===== src/rtl/obstacle_scheduler.sv =====
// obstacle_scheduler
// Schedules the side-scroller obstacle stream. It keeps a fixed pool of
// obstacle slots, spawns slots at the right screen edge after a
// pseudo-random scroll gap, moves every live slot left on each game tick,
// and retires and counts the slots that leave the screen.
//
// Ports
//   clk          system clock
//   reset        asynchronous, active-high reset
//   tick         one-cycle game-tick pulse, synchronous to clk
//   run          1 = playing, 0 = scheduler and slots frozen
//   clear        synchronous pool flush (level restart / death)
//   obj_active   per-slot live flag
//   obj_x        per-slot x position, slot i at [10i+9:10i]
//   obj_kind     per-slot type: 0 ground block, 1 falling square
//   spawn_pulse  one-cycle pulse when a slot is spawned
//   passed_count obstacles retired since the last clear, saturating at 255
//
// state    | meaning
// ---------+--------------------------------------------------------------
// ST_IDLE  | run=0, nothing moves; run=1 goes to ST_GAP
// ST_GAP   | scrolling; gap_cnt grows by SPEED per tick up to gap_target
// ST_SPAWN | one cycle; write the lowest free slot, or go to ST_STALL
// ST_STALL | pool full; wait for a free slot, then go to ST_SPAWN

module obstacle_scheduler #(
  parameter int          NUM_SLOTS = 4,
  parameter int          X_START   = 640,
  parameter int          SPEED     = 4,
  parameter int          MIN_GAP   = 96,
  parameter logic [15:0] LFSR_SEED = 16'hACE1
) (
  input  logic                   clk,
  input  logic                   reset,
  input  logic                   tick,
  input  logic                   run,
  input  logic                   clear,
  output logic [NUM_SLOTS-1:0]   obj_active,
  output logic [10*NUM_SLOTS-1:0] obj_x,
  output logic [NUM_SLOTS-1:0]   obj_kind,
  output logic                   spawn_pulse,
  output logic [7:0]             passed_count
);

  localparam int         IDX_W     = $clog2(NUM_SLOTS);
  localparam logic [9:0] X_START_W = 10'(X_START);
  localparam logic [9:0] SPEED_W   = 10'(SPEED);
  localparam logic [9:0] MIN_GAP_W = 10'(MIN_GAP);

  typedef enum logic [1:0] {
    ST_IDLE  = 2'd0,
    ST_GAP   = 2'd1,
    ST_SPAWN = 2'd2,
    ST_STALL = 2'd3
  } state_t;

  state_t            state, state_nxt;
  logic [15:0]       lfsr;
  logic [9:0]        gap_cnt;
  logic [9:0]        gap_target;

  logic              advance;
  logic              free_any;
  logic [IDX_W-1:0]  free_idx;
  logic [9:0]        slot_x [NUM_SLOTS];
  logic [NUM_SLOTS-1:0] retire;
  logic [3:0]        retire_cnt;
  logic [10:0]       gap_sum;
  logic [9:0]        gap_inc;
  logic [8:0]        pass_sum;
  logic [7:0]        pass_nxt;
  logic              do_spawn;
  logic              do_gap_inc;

  assign advance = tick & run;

  // Free-slot search uses the registered flags, so a slot retired on this
  // cycle's tick only becomes available from the next cycle.
  always_comb begin
    free_any = 1'b0;
    free_idx = '0;
    for (int i = NUM_SLOTS - 1; i >= 0; i--) begin
      if (!obj_active[i]) begin
        free_any = 1'b1;
        free_idx = IDX_W'(i);
      end
    end
  end

  always_comb begin
    retire     = '0;
    retire_cnt = '0;
    for (int i = 0; i < NUM_SLOTS; i++) begin
      slot_x[i] = obj_x[10*i +: 10];
      if (advance && obj_active[i] && (slot_x[i] < SPEED_W)) begin
        retire[i]  = 1'b1;
        retire_cnt = retire_cnt + 4'd1;
      end
    end
  end

  assign gap_sum  = {1'b0, gap_cnt} + {1'b0, SPEED_W};
  assign gap_inc  = gap_sum[10] ? 10'h3FF : gap_sum[9:0];
  assign pass_sum = {1'b0, passed_count} + {5'b0, retire_cnt};
  assign pass_nxt = pass_sum[8] ? 8'hFF : pass_sum[7:0];

  always_comb begin
    state_nxt  = state;
    do_spawn   = 1'b0;
    do_gap_inc = 1'b0;
    case (state)
      ST_IDLE: begin
        if (run) state_nxt = ST_GAP;
      end
      ST_GAP: begin
        if (!run) begin
          state_nxt = ST_IDLE;
        end else if (tick) begin
          do_gap_inc = 1'b1;
          if (gap_inc >= gap_target) state_nxt = ST_SPAWN;
        end
      end
      ST_SPAWN: begin
        if (!run) begin
          state_nxt = ST_IDLE;
        end else if (free_any) begin
          do_spawn  = 1'b1;
          state_nxt = ST_GAP;
        end else begin
          state_nxt = ST_STALL;
        end
      end
      ST_STALL: begin
        if (!run) state_nxt = ST_IDLE;
        else if (free_any) state_nxt = ST_SPAWN;
      end
      default: state_nxt = ST_IDLE;
    endcase
    if (clear) state_nxt = run ? ST_GAP : ST_IDLE;
  end

  always_ff @(posedge clk or posedge reset) begin
    if (reset) state <= ST_IDLE;
    else       state <= state_nxt;
  end

  // The LFSR is never flushed by clear so consecutive levels differ.
  always_ff @(posedge clk or posedge reset) begin
    if (reset) begin
      lfsr <= LFSR_SEED;
    end else if (advance) begin
      lfsr <= {lfsr[14:0], lfsr[15] ^ lfsr[13] ^ lfsr[12] ^ lfsr[10]};
    end
  end

  always_ff @(posedge clk or posedge reset) begin
    if (reset) begin
      obj_active   <= '0;
      obj_x        <= '0;
      obj_kind     <= '0;
      spawn_pulse  <= 1'b0;
      passed_count <= 8'd0;
      gap_cnt      <= 10'd0;
      gap_target   <= MIN_GAP_W;
    end else if (clear) begin
      obj_active   <= '0;
      obj_x        <= '0;
      obj_kind     <= '0;
      spawn_pulse  <= 1'b0;
      passed_count <= 8'd0;
      gap_cnt      <= 10'd0;
      gap_target   <= MIN_GAP_W;
    end else begin
      spawn_pulse  <= do_spawn;
      passed_count <= pass_nxt;
      if (do_gap_inc) gap_cnt <= gap_inc;
      if (do_spawn) begin
        gap_cnt    <= 10'd0;
        gap_target <= MIN_GAP_W + {4'b0, lfsr[6:1]};
      end
      for (int i = 0; i < NUM_SLOTS; i++) begin
        if (do_spawn && (free_idx == IDX_W'(i))) begin
          obj_active[i]      <= 1'b1;
          obj_x[10*i +: 10]  <= X_START_W;
          obj_kind[i]        <= lfsr[0];
        end else if (retire[i]) begin
          obj_active[i]      <= 1'b0;
          obj_x[10*i +: 10]  <= 10'd0;
        end else if (advance && obj_active[i]) begin
          obj_x[10*i +: 10]  <= slot_x[i] - SPEED_W;
        end
      end
    end
  end

endmodule

===== config.mk =====
export PLATFORM = sky130hd
export DESIGN_NAME = obstacle_scheduler
export DESIGN_NICKNAME = d
export VERILOG_FILES = /design/src/rtl/obstacle_scheduler.sv
export SDC_FILE = /design/constraint.sdc
export NUM_CORES = 1
export LEC_CHECK = 0
export BUFFER_PORTS_ARGS = -buffer_cell sky130_fd_sc_hd__buf_4
export CAP_MARGIN = 10
export CORE_MARGIN = 10
export CORE_UTILIZATION = 25
export DETAILED_ROUTE_END_ITERATION = 10
export HOLD_SLACK_MARGIN = 0.02
export RECOVER_POWER = 50
export REMOVE_ABC_BUFFERS = 1
export SKIP_CTS_REPAIR_TIMING = 1
export SYNTH_ARGS = -nofsm -noshare
export SYNTH_HDL_FRONTEND = slang
export SYNTH_SLANG_ARGS = --single-unit

===== constraint.sdc =====
create_clock -name clk -period 8.6 [get_ports clk]
set_clock_uncertainty 0.15 [all_clocks]
set_input_delay 1.72 -clock clk [delete_from_list [all_inputs] [get_ports clk]]
set_output_delay 1.72 -clock clk [all_outputs]
set_load 0.005 [all_outputs]

* Word level (Yosys, flattened, before mapping)
Cells that the tools add are included.
** Operators by class
- Add/sub/neg operators :: 10
- $lt $le $gt $ge :: 5
- Equal/unequal tests :: 10
- Muxes and demuxes :: 69
- Bitwise operators :: 4
- Reduce and logical (&&, ||, !) cells :: 29
** Operators by type and width (count)
- 2-to-1 mux 10 bit :: 18
- less-than comparator 10 x 3 -> 1 bit (second input constant) :: 4
- 2-to-1 mux 40 bit :: 1
- subtractor 10 x 3 -> 10 bit (second input constant) :: 4
- 2-to-1 mux 1 bit :: 29
- 2-to-1 mux 2 bit :: 13
- 2-to-1 mux 4 bit :: 5
- 2-to-1 mux 8 bit :: 2
- nonzero test 4 bit :: 4
- nonzero test 3 bit :: 5
- adder 4 x 1 -> 4 bit (second input constant) :: 3
- logical AND 1 bit :: 12
- != test 4 bit (second input constant) :: 3
- adder 10 x 3 -> 11 bit (second input constant) :: 1
- greater-or-equal comparator 10 bit :: 1
- nonzero test 2 bit :: 5
- adder 8 x 4 -> 9 bit :: 1
- adder 7 x 6 -> 8 bit (first input constant) :: 1
- == test 2 bit (second input constant) :: 4
- case mux 2 bit (4 select lines) :: 1
- == test 2 x 1 -> 1 bit (second input constant) :: 2
- logical NOT 2 bit :: 2
- AND reduction 4 bit :: 1
- != test 3 bit (second input constant) :: 1
- 2 further kinds :: 4
** Storage, ports and cells
- Bits in registers :: 95
- Output and inout port bits :: 57

* Depth between registers and ports, before layout
Gate-level depths: netlist of run 1.
- Depth in word-level cells :: 13
- Depth in mapped cells :: 18
- Mapped depth without buffers :: 17

* Worst setup path before layout of run 1
OpenSTA, ideal clock, no wires.
- Path kind :: input-to-reg
- From :: input port tick
- To :: register passed_count[7]
- Library setup time :: 0.135 ns
- Arrival time :: 4.886 ns
- Setup slack :: 3.428 ns
- Stages :: 16
- Path buffers :: 2
- Cells stage by stage :: buf_2 -> and3_1 -> buf_2 -> nand4b_2 -> nor4_2 -> inv_1 -> ha_1 -> xor2_1 -> ha_1 -> mux2_2 -> ha_1 -> a211oi_1 -> nor2_1 -> or2_2 -> a31oi_1 -> a311oi_1
** Between the ends
- Cells in the longest elaborated chain, start to end :: 13
- Elaborated cells on any way between the ends :: 19
- Those cells by class :: add/sub: 4; mux: 6; bitwise: 1; reduce/logical: 8
** Ends and longest elaborated chain
- from (decl) :: RTL line 35 : input logic tick,
- AND 1 bit (*) :: RTL line 75 : assign advance = tick & run;
- logical AND 1 bit (2 in series) :: RTL line 95 : if (advance && obj_active[i] && (slot_x[i] < SPEED_W)) begin
- 2-to-1 mux 1 bit :: RTL line 95
- adder 4 x 1 -> 4 bit :: RTL line 97 : retire_cnt = retire_cnt + 4'd1;
- 2-to-1 mux 4 bit :: RTL line 95
- adder 4 x 1 -> 4 bit :: RTL line 97
- 2-to-1 mux 4 bit :: RTL line 95
- adder 4 x 1 -> 4 bit :: RTL line 97
- 2-to-1 mux 4 bit (*) :: RTL line 95
- adder 8 x 4 -> 9 bit (*) :: RTL line 104 : assign pass_sum = {1'b0, passed_count} + {5'b0, retire_cnt};
- 2-to-1 mux 8 bit (*) :: RTL line 105 : assign pass_nxt = pass_sum[8] ? 8'hFF : pass_sum[7:0];
- 2-to-1 mux 8 bit (*) :: RTL line 165 : end else if (clear) begin
- to (signal assigned) :: RTL line 175 : passed_count <= pass_nxt;
- to (decl) :: RTL line 42 : output logic [7:0] passed_count
Mark *: on every way between the ends. The rest lies on a longest branch, timed or not.
A chain may end at the register's enable or synchronous reset.

* Worst setup path after layout of run 1
- From :: input port run
- To :: register passed_count[7]
** Between the ends
- Cells in the longest elaborated chain, start to end :: 13
- Elaborated cells on any way between the ends :: 19
- Those cells by class :: add/sub: 4; mux: 6; bitwise: 1; reduce/logical: 8
** Ends and longest elaborated chain
- from (decl) :: RTL line 36 : input logic run,
- AND 1 bit (*) :: RTL line 75
- logical AND 1 bit (2 in series) :: RTL line 95
- 2-to-1 mux 1 bit :: RTL line 95
- adder 4 x 1 -> 4 bit :: RTL line 97
- 2-to-1 mux 4 bit :: RTL line 95
- adder 4 x 1 -> 4 bit :: RTL line 97
- 2-to-1 mux 4 bit :: RTL line 95
- adder 4 x 1 -> 4 bit :: RTL line 97
- 2-to-1 mux 4 bit (*) :: RTL line 95
- adder 8 x 4 -> 9 bit (*) :: RTL line 104
- 2-to-1 mux 8 bit (*) :: RTL line 105
- 2-to-1 mux 8 bit (*) :: RTL line 165
Marks and branches as above.

==> results of run 1 <==
-- Yosys cell counts, drive strengths merged, types with 2 or more instances --
| library cell | n | share of area |
|---|---|---|
| or3 | 8 | 0.011 |
| xnor2 | 18 | 0.035 |
| ha | 22 | 0.060 |
| a211oi | 9 | 0.015 |
| or4 | 4 | 0.0074 |
| inv | 27 | 0.022 |
| nor3 | 18 | 0.021 |
| a311oi | 4 | 0.0077 |
| nand3 | 7 | 0.010 |
| o21a | 3 | 0.0049 |
| and3 | 9 | 0.012 |
| or2 | 7 | 0.0096 |
| nand4 | 6 | 0.0082 |
| and2 | 5 | 0.0069 |
| nor2b | 5 | 0.0069 |
| and4 | 2 | 0.0038 |
| dfrtp | 75 | 0.41 |
| dfstp | 9 | 0.052 |
| nor3b | 3 | 0.0049 |
| mux2i | 9 | 0.020 |
| nand2b | 5 | 0.0069 |
| xor2 | 10 | 0.019 |
| nand3b | 2 | 0.0033 |
| nor4 | 4 | 0.010 |
| buf | 15 | 0.022 |
| a31oi | 4 | 0.0055 |
| clkbuf | 9 | 0.0074 |
| and4b | 2 | 0.0044 |
| a21oi | 37 | 0.041 |
| mux2 | 16 | 0.040 |
| nand2 | 38 | 0.031 |
| o21ai | 13 | 0.014 |
| nor2 | 50 | 0.041 |
-- logic make-up (layout without fill, tap and decap cells) --
| family | count (synthesis) | count (layout) | share of synthesized area |
|---|---|---|---|
| AOI/OAI and AO/OA | 75 | 75 | 0.0969 |
| xor gates and xnor gates | 28 | 28 | 0.0538 |
| adders and majority gates | 23 | 23 | 0.0648 |
| buffers and inverters | 51 | 98 | 0.0519 |
| DFF | 84 | 84 | 0.464 |
| muxes | 25 | 25 | 0.0593 |
| other | 1 | 9 | 0.000823 |
| and+or+nand+nor | 179 | 179 | 0.209 |
-- report_power, final --
part	leakage [nW]	internal, mW	switching (mW)
Clock	0.143	0.255	0.154
Sequential	1.14	0.416	0.0153
Combinational	1.10	0.0221	0.0291
-- layout make-up --
class | instances | area (um^2) | area share
Clock buffer | 12 | 236 | 0.0440
Clock inverter | 4 | 75.1 | 0.0140
Inverter | 27 | 103 | 0.0191
Multi-Input combinational cell | 339 | 2240 | 0.416
Sequential cell | 84 | 2110 | 0.393
Tap cell | 229 | 287 | 0.0533
Timing Repair Buffer | 55 | 327 | 0.0607
-- registers in the layout, indices dropped and copies added, names as in the netlist --
register,cells
gap_cnt,10
spawn_pulse,1
obj_active,4
state,2
lfsr,16
obj_kind,4
obj_x,32
gap_target,7
passed_count,8
-- through the flow --
| step | setup WS, ns | util | hold WS (ns) | power (mW) | cell area [um^2] |
|---|---|---|---|---|---|
| after floorplan | 3.55 | - | 0.307 | 0.470 | 4450 |
| after detailed placement | 3.06 | 0.287 | 0.327 | 0.493 | 5150 |
| after global routing | 2.64 | 0.299 | 0.377 | 0.931 | 5380 |
| after CTS | 3.42 | 0.304 | 0.341 | 0.908 | 5460 |
| after global placement | 3.13 | 0.287 | 0.317 | 0.491 | 5150 |
| final | 3.15 | 0.299 | 0.336 | 0.892 | 5380 |
-- worst min-delay path by stage --
stage | from | to | slack [ns] | cells after the start
floorplan | gap_cnt[1] | gap_cnt[1] | 0.31 | 1
global placement | gap_cnt[1] | gap_cnt[1] | 0.32 | 1
detailed placement | gap_cnt[1] | gap_cnt[1] | 0.33 | 1
CTS | gap_cnt[1] | gap_cnt[1] | 0.34 | 1
global route | lfsr[14] | lfsr[15] | 0.38 | 1
finish | gap_cnt[1] | gap_cnt[1] | 0.34 | 1
-- routing by layer --
metal / routed length [um] / track usage / vias up
met5: 0 / 0 / -
met4: 97 / 0.0256 / 0
met3: 493 / 0.0289 / 9
met2: 4940 / 0.142 / 49
met1: 4870 / 0.112 / 1613
li1: - / - / 1696
==> results.cfg, run 1 <==
[outcome]
status = complete, but fails checks
violations = max-capacitance violations, max-slew violations

[worst_setup_path]
path_class = input pin to flip-flop
cpMostUsedCell = ha_1
critPathRequiredTime_ns = 8.65
crit_path_max_fanout = 11
cp.depth = 15
regToRegStartpoint = obj_active[0]
cp.arrival_ns = 5.49
crit_path_start = run
worst-path-buf-inv = 2
cpLargestDelayFamily = simple AND/OR/NAND/NOR gates
cp_slowest_cell = and3_1
r2r-end = passed_count[7]
cp-end-kind = flip-flop
max_stage_delay_ns = 0.44
cp-start-kind = input pin
worstRegToRegCells = 14
path_cells = clkbuf_1, and3_1, nand4b_2, nor4_2, inv_1, ha_1, xor2_1, ha_1, mux2_2, ha_1, a211oi_1, nor2_1, or2_2, a31oi_1, a311oi_1
r2r_slack_ns = 4.39
critPathCapture = passed_count[7]

[grt]
grt_usage = 0.0890
grt_pass1_wl_mm = 17.8
grt_max_degree = 54
grt_pass1_vias = 3440
antenna_found_initial = 0
grt_overflow_total = 0

[placement]
place.gp.congestion = 0.758
placed_cells = 734
dp_hpwl_mm = 7.91
io_buffer_count = 53

[detailed_routing]
routedWlPerCell_um = 13.9
viasPerCell = 4.49
first_pass_iters = 5
drtAntennaViolNets = 0
drtIter0Drc = 140
drc = 0
routed_wirelength_mm = 10.4
vias = 3367

[power_and_ir_drop]
p_leak_nw = 2.38
peakVddDrop_uv = 91.3
power_density_nw_per_um2 = 166

[sta]
worst_pin_slew_ns = 2.85
fin_tns_setup_ns = 0
maxSlewHeadroom = -0.901
fin_crit_sh = 0.633
report.final.hold_viol_count = 0
max_clock_freq_mhz = 184
drv_slew = 54
fin_crit_ns = 5.45
setup_viol = 0
rsz0062_at_grt = no

[synthesis]
synthesis.area_um2 = 4560
ys_types = 53
synth.avg_cell_area_um2 = 9.78
synthFlopType = dfrtp_1
yosys_warnings = 0
async_flop_share = 1.00
synth-edff-count = 0
ys_seq_area_frac = 0.464
syn_inst = 466
ys_seq_elements = 84

[clock_tree]
path_clk_slew_ns = 0.06
cts_root_buffer = clkbuf_16
htree_num_levels = 3
clk_latency_ns = 0.34
cts_tree = built
clockBufferDepth = 2
clock-sinks = 84
numCtsBuffers = 9

[final_layout]
final_cell_mix = dfrtp_1, nor2_1, nand2_1
fin_nets = 544
syn_to_final_growth_pct = 18.0
final_cells = 750
nFillCells = 1901
drive_gt1_frac = 0.161
final_common_cell = dfrtp_1
antenna_cells = 0

[floorplanning]
die_h_um = 155
ioPinCount = 62
start_util = 0.254
die_w_um = 155
num_rows = 49
coreArea_um2 = 18000
die-area_um2 = 24000

[worst_hold_path]
hold_path_class = flip-flop to flip-flop

[job]
maxCapViolations = 1
Note: power is estimated with default switching activity, not from simulation.
==> run 2: changes to the inputs <==
Clock period 8.6 ns to 5.4 ns, I/O delays scaled along.
==> run 2 against run 1 <==
  * The flow still finishes with violations (max-capacitance violations, max-slew violations)
  * Combinational power grew 58%
  * Hold slack gained 0.018 ns
  * Non-clock buffer count rose by 2
  * Final cell count is 0.27% higher
==> results.cfg, run 2 (same netlist as run 1, synthesis figures left out) <==
[clock_tree]
cts_root_buffer = clkbuf_16
clockBufferDepth = 2
path_clk_slew_ns = 0.06
htree_num_levels = 3
numCtsBuffers = 9
cts_tree = built
clk_latency_ns = 0.34
clock-sinks = 84

[power_and_ir_drop]
power.total_mw = 1.41
peakVddDrop_uv = 170
power_density_nw_per_um2 = 261
power.clock.fraction = 0.455
pwr-share-comb = 0.057
p_int_mw = 1.07
p_switching_mw = 0.339
pwr-share-seq = 0.488
switching_share = 0.240
p_leak_nw = 2.42

[sta]
drv_slew = 55
maxSlewHeadroom = -0.608
rsz0062_at_grt = no
hold_slack_ns = 0.354
setup_viol = 0
worst_pin_slew_ns = 2.40
max_clock_freq_mhz = 211
report.final.hold_viol_count = 0
fin_ws_ns = 0.662
fin_crit_ns = 4.74
fin_tns_setup_ns = 0
fin_crit_sh = 0.877

[final_layout]
largest_reg_flops = 32
final_cells = 752
drive_gt1_frac = 0.180
final_common_cell = dfrtp_1
final_cell_mix = dfrtp_1, nor2_1, nand2_1
syn_to_final_growth_pct = 18.7
fin_nets = 546
regMostFlops = obj_x
antenna_cells = 0
largest_registers = obj_x x32, lfsr x16, gap_cnt x10

[detailed_routing]
routed_wirelength_mm = 10.4
vias = 3379
drtIter0Drc = 165
drtAntennaViolNets = 0
drc = 0
routedWlPerCell_um = 13.9
first_pass_iters = 4
viasPerCell = 4.49

[worst_setup_path]
cp.arrival_ns = 4.80
worst-path-buf-inv = 1
cp-start-kind = input pin
critPathRequiredTime_ns = 5.46
path_class = input pin to flip-flop
crit_path_max_fanout = 11
cpLargestDelayFamily = simple AND/OR/NAND/NOR gates
cp_slowest_cell = or4_4
path_cells = clkbuf_1, and3_1, nand2_1, or4_4, ha_1, xor2_1, ha_1, mux2_2, ha_1, a211oi_1, nor2_1, or2_2, a31oi_1, a311oi_1
cpMostUsedCell = ha_1
cp-end-kind = flip-flop
max_stage_delay_ns = 0.49

[outcome]
violations = max-capacitance violations, max-slew violations
status = complete, but fails checks

[floorplanning]
die_w_um = 155
die-area_um2 = 24000
die_h_um = 155
start_util = 0.254
coreArea_um2 = 18000
num_rows = 49
ioPinCount = 62

[grt]
grt_pass1_wl_mm = 18.0
grt_overflow_total = 0
grt_max_degree = 55
grt_pass1_vias = 3448
grt_usage = 0.0911
antenna_found_initial = 0

[placement]
dp_hpwl_mm = 7.72
pre_cts_slack_ns = 0.571
placed_cells = 736
io_buffer_count = 53
place.gp.congestion = 0.805

[job]
maxCapViolations = 1

[worst_hold_path]
hold_path_class = flip-flop to flip-flop
run 2: power groups by stage:
stage / combinational [mW] / clock [mW] / sequential [mW]
6_report: 0.0807 / 0.643 / 0.689
5_1_grt: 0.0933 / 0.694 / 0.693
4_1_cts: 0.0844 / 0.662 / 0.689
3_5_place_dp: 0.0841 / 0 / 0.701
3_3_place_gp: 0.0829 / 0 / 0.701
2_1_floorplan: 0.0597 / 0 / 0.690
run 2: layer usage:
metal,GRT usage,vias up,routed length [um]
met5,0,-,0
met4,0.0238,0,131
met3,0.0361,14,685
met2,0.139,71,4890
met1,0.117,1588,4730
li1,-,1706,-
run 2: worst reg2reg max path, delay by kind of cell (launching register included):
| kind | cells | cell delay, ns |
|---|---|---|
| simple gates | 4 | 1.53 |
| compound gates | 3 | 0.47 |
| fa+ha+maj | 3 | 0.93 |
| xor+xnor | 1 | 0.27 |
| mux | 1 | 0.27 |
| flops | 1 | 0.44 |
run 2: worst paths after layout:
path | cells after the start | slack (ns) | to | start
max | 14 | 0.66 | passed_count[7] | run
min | 1 | 0.35 | gap_cnt[1] | gap_cnt[1]
max reg2reg | 12 | 1.21 | passed_count[7] | obj_x[14]
min reg2reg | 1 | 0.35 | gap_cnt[1] | gap_cnt[1]
max in group asynchronous | 3 | 2.53 | lfsr[0] | reset
min in group asynchronous | 2 | 1.24 | gap_cnt[7] | reset
run 2: final cells by class:
| class | instances | area [um^2] |
|---|---|---|
| clock buffers | 10 | 239 |
| clock inverters | 6 | 71.3 |
| fillers | 1906 | 12600 |
| inverters | 27 | 103 |
| multi-input cells | 339 | 2240 |
| flip-flops and latches | 84 | 2110 |
| well taps | 229 | 287 |
| repair buffers | 57 | 360 |
run 2: stage by stage:
step,utilization,instance area (um^2)
global route,0.301,5410
global placement,0.288,5170
floorplan,-,4450
CTS,0.305,5480
finish,0.301,5410
detailed placement,0.288,5170
